### src/rtl/intt_final_scale.sv
// INTT output stage: multiplies each streamed coefficient by N^-1 mod Q.
// Three-stage stallable valid/ready pipeline with frame index tracking and a sticky range flag.
module intt_final_scale #(
  parameter int unsigned WIDTH = 32,
  parameter int unsigned Q     = 8380417,
  parameter int unsigned N     = 256,
  parameter int unsigned N_INV = 8347681
) (
  input  logic                 clk,
  input  logic                 rst,
  input  logic                 clear,
  input  logic                 in_valid,
  output logic                 in_ready,
  input  logic [WIDTH-1:0]     in_data,
  output logic                 out_valid,
  input  logic                 out_ready,
  output logic [WIDTH-1:0]     out_data,
  output logic [$clog2(N)-1:0] out_index,
  output logic                 out_last,
  output logic                 err_range
);

  localparam int unsigned IW = $clog2(N);
  localparam int unsigned PW = 2 * WIDTH;

  logic             v1_q, v2_q, v3_q;
  logic [WIDTH-1:0] s1_q;
  logic [PW-1:0]    s2_q;
  logic [WIDTH-1:0] s3_q;
  logic [IW-1:0]    idx_q;
  logic             err_q;

  logic             stall;
  logic             accept;
  logic             xfer;
  logic [PW-1:0]    prod_d;
  logic [WIDTH-1:0] red_d;

  always_comb begin
    stall  = v3_q && !out_ready;
    accept = in_valid && !stall;
    xfer   = v3_q && out_ready;
    prod_d = PW'(s1_q) * PW'(N_INV);
    // exact remainder of the full product, so out-of-range inputs still reduce below Q
    red_d  = WIDTH'(s2_q % PW'(Q));
  end

  assign in_ready  = !stall;
  assign out_valid = v3_q;
  assign out_data  = s3_q;
  assign out_index = idx_q;
  assign out_last  = v3_q && (idx_q == IW'(N - 1));
  assign err_range = err_q;

  always_ff @(posedge clk or posedge rst) begin
    if (rst) begin
      v1_q  <= 1'b0;
      v2_q  <= 1'b0;
      v3_q  <= 1'b0;
      s3_q  <= '0;
      idx_q <= '0;
      err_q <= 1'b0;
    end else if (clear) begin
      v1_q  <= 1'b0;
      v2_q  <= 1'b0;
      v3_q  <= 1'b0;
      idx_q <= '0;
      err_q <= 1'b0;
    end else begin
      if (accept && (in_data >= WIDTH'(Q))) begin
        err_q <= 1'b1;
      end
      if (!stall) begin
        v1_q <= accept;
        v2_q <= v1_q;
        v3_q <= v2_q;
        s3_q <= red_d;
      end
      // N is a power of two, so the natural counter overflow is the frame wrap
      if (xfer) begin
        idx_q <= idx_q + IW'(1);
      end
    end
  end

  always_ff @(posedge clk) begin
    if (!stall) begin
      s1_q <= in_data;
      s2_q <= prod_d;
    end
  end

endmodule

### config.mk
export PLATFORM = sky130hd
export DESIGN_NAME = intt_final_scale
export DESIGN_NICKNAME = d
export VERILOG_FILES = /design/src/rtl/intt_final_scale.sv
export SDC_FILE = /design/constraint.sdc
export NUM_CORES = 2
export LEC_CHECK = 0
export BUFFER_PORTS_ARGS = -buffer_cell sky130_fd_sc_hd__buf_2
export CAP_MARGIN = 20
export CORE_ASPECT_RATIO = 0.75
export CORE_MARGIN = 3
export CORE_UTILIZATION = 40
export DETAILED_ROUTE_END_ITERATION = 10
export PLACE_DENSITY = 0.51
export SYNTH_ARGS = -nofsm -noshare
export SYNTH_HDL_FRONTEND = slang
export SYNTH_SLANG_ARGS = --single-unit
export TNS_END_PERCENT = 20
### constraint.sdc
create_clock -name clk -period 112.6 [get_ports clk]
set_clock_uncertainty 0.15 [all_clocks]
set_input_delay 0 -clock clk [delete_from_list [all_inputs] [get_ports clk]]
set_output_delay 0 -clock clk [all_outputs]
set_load 0.02 [all_outputs]
==> results.txt <==
- Cell with the biggest individual delay on the critical path: sky130_fd_sc_hd__mux2i_1
- Post-Syn Nets: around 5600
- Post-Syn Area: between 40000 and 50000 µm²
- Number of antenna violations at the first check in global routing: 7
- In this run, distinct cell masters in the synthesized netlist total between 150 and 200.
- Along the worst path, the maximum fanout reaches 19.
- Fraction of synthesized cell area taken by the top area cell type: 10.70%
- Maximum operating frequency: around 19 MHz
- Synthesis inferred 131 register bits.
- Entering global routing, the biggest net connects 51 pins.
- In this run the count of I/O pins placed on the die edge is about 80.
* Clock tree sinks: around 130
* Wire length of the first global-routing pass: between 200000 and 250000 µm
* Yosys warns: 0
* Routed via count: 41670
- Port bufs: 80
- Dividing the synthesized area by the synthesized cell count gives 7.959 µm².
- The initialized floorplan defines 100 standard-cell rows.
* Top cell type by total area after synthesis: sky130_fd_sc_hd__fa_1
- Of all flip-flops after synthesis, the portion carrying an async set or reset was between 30% and 40%.
- Of the cells placed in the final design, the portion with a size suffix greater than 1 is ~8.4%.
- Number of design rule violations left after detail routing: 0
- Clock transition at the registers of the reported paths: around 60 ps
- After detailed routing, the average wire length per cell comes to 21.31 µm.
* Final-layout fill cell count: roughly 10000
- The worst setup path is launched from a flop.
- Total Wirelength: roughly 140000 µm
- The first routing iteration left between 4000 and 5000 violations.
- The critical path in this run is classified as flop to flop.
* Final setup fails: 0
- Summing all flip-flop and latch instances after layout gives 3714 µm².
* Number of flops mapped to enable cells by yosys: just under 90
* Critical path's most frequent cell: sky130_fd_sc_hd__a21oi_1
- Clock latency on the worst-skew pair, taken at its later pin, is approximately 470 ps.
- P&R area growth vs syn: 6.600%
* Data required, critical path: roughly 110000 ps
* Floorplan die area: 105400 µm²
- The max-slew violation count is 0.
* Arrival time reported for the critical path endpoint: ~53000 ps
- Hold/Removal Path Class: input port to flop
* Setup TNS: 0 ps
- TritonCTS buffer count: 17
- Final Hold Violating Endpoints: 0
- Clock tree buffer depth: 2
- MaxCap Viol Count: 0
- Clock tree synthesis selected as its root buffer the cell sky130_fd_sc_hd__clkbuf_16.
- Drt pass-1 iters: 6
- Die width: between 300 and 400 µm
* Main synth FF type: sky130_fd_sc_hd__edfxtp_1
- Height of the chip: roughly 280 µm
* Overflow left after global routing: 0
- Worst slew pin tran: roughly 1100 ps
- Using the TritonRoute via totals, the vias-per-cell ratio works out to between 6 and 7.
- After the last flow step, the layout net total stands at 5615.
* Largest stage delay, worst path: slightly below 900 ps
- Period utilisation layout: between 40 and 50%
* Number of nets with antenna violations after detailed routing: 0
* Weighted congestion reported at the end of routability-driven placement: approximately 0.94
- Vias in the first global route: 38020
* All-Layer GR Usage: around a quarter
- Setup repair bufs after CTS: 0
* Critical path endpoint category: flop
- Post-layout utilization of the core: a little over two fifths
- By area the synthesized netlist is led by sky130_fd_sc_hd__fa_1 11%, sky130_fd_sc_hd__ha_1 7.3%, sky130_fd_sc_hd__xnor2_1 7.1%, sky130_fd_sc_hd__edfxtp_1 6.4%, sky130_fd_sc_hd__nand2_1 3.6%.
- Max_slew headroom: 29.05%
- Total area of multi-input combinational cells: between 30000 and 40000 µm²
- CTS tree: done
- The H-tree was split into 4 levels.
* Post-DP HPWL: 114500 µm
- Top cells by instance count after synthesis: 386 x sky130_fd_sc_hd__nand2_1, 363 x sky130_fd_sc_hd__nor2_1, 331 x sky130_fd_sc_hd__xnor2_1
* Synth Instances: between 5000 and 6000
- Outcome: finished, final reports clean
* Starting Density: about two fifths
- The smallest clock period supported by the final layout is computed as roughly 53000 ps.
* Fraction of the yosys area taken by sequential cells: between 9 and 10%
* Worst reg2reg setup slack: ~60000 ps
- Setup repair after global routing left no endpoint under its margin.
- Count leader, synth: sky130_fd_sc_hd__nand2_1
- In this run the standard cell core region covers 99970 µm².
[cell usage in the layout (no fill, tap or decap), drive strengths merged, types with 99 or more instances in the layout]
| master | n |
|---|---|
| o21ai | 278 |
| nand3 | 178 |
| fa | 217 |
| buf | 128 |
| a21oi | 264 |
| xor2 | 110 |
| inv | 248 |
| nor4 | 110 |
| nor2 | 365 |
| xnor2 | 337 |
| nand4 | 99 |
| ha | 236 |
| nand2 | 389 |
| nor3 | 214 |
[cell families after synthesis]
kind of cell    synth area share, %
compound gates                29.84
xor+xnor                      9.879
fa+ha+maj                     18.45
buf+inv                       4.035
flops                         9.149
mux                           1.997
simple gates                  26.65
[repair_timing]
item                                   in CTS  in global routing
resized for setup                           0                  0
endpoints found under the hold margin      89                  0
hold buffers                               38                  0
[final timing paths]
check / startpoint / end / cells past startpoint
hold / removal: in_data[25] / s1_q[25] / 2
max in group asynchronous: rst / out_data[11] / 3
min in group asynchronous: rst / out_index[2] / 3
setup / recovery: s2_q[54] / out_data[1] / 123
hold reg to reg: out_data[16] / out_data[16] / 2
setup reg to reg: s2_q[54] / out_data[1] / 123
[metal layers]
| layer | wire, µm | part of all wire (%) | up-vias | track usage, % |
|---|---|---|---|---|
| li1 | - | - | 19860 | - |
| met1 | 72510 | 53 | 20090 | 41.15 |
| met2 | 53090 | 39 | 1650 | 34.36 |
| met3 | 11230 | 8.1 | 70 | 4.516 |
| met4 | 964 | 0.70 | 6 | 2.538 |
| met5 | 75 | 0.054 | - | 0.3510 |
[critical path, delay by kind of cell, from the launching register on]
family	cells	cell delay (ps)
AOI/OAI and AO/OA	55	23420
xor gates and xnor gates	4	1280
adders and majority gates	1	230
buffers and inverters	5	1090
DFF	1	650
muxes	9	4060
and+or+nand+nor	49	21740
[stage by stage]
stage,cells,worst slack [ps],hold slack (ps),cell area (µm²)
2_1_floorplan,5100,72270,-86.86,40590
3_3_place_gp,6390,62040,44.99,42280
3_5_place_dp,6391,61210,44.35,42280
4_1_cts,6461,61060,67.44,43230
5_1_grt,6468,55990,111.7,43260
6_report,6470,59770,124.8,43270
[cell type report]
cell class	count	area share (%)
well taps	1326	3.834
clock buffers	20	1.108
inverters	244	2.122
diodes	6	0.03470
repair buffers	166	2.631
multi-input cells	4565	81.48
clock inverters	12	0.2082
flip-flops and latches	131	8.582
[state kept, by name, indices dropped and copies added, names as in the netlist]
register,cells
s2_q,55
out_data,32
s1_q,32
out_index,8
err_range,1
out_valid,1
v1_q,1
v2_q,1
Power is left out: the tool's default activity adds up to more than one toggle a clock period on the data nets, which glitch-free logic cannot reach.
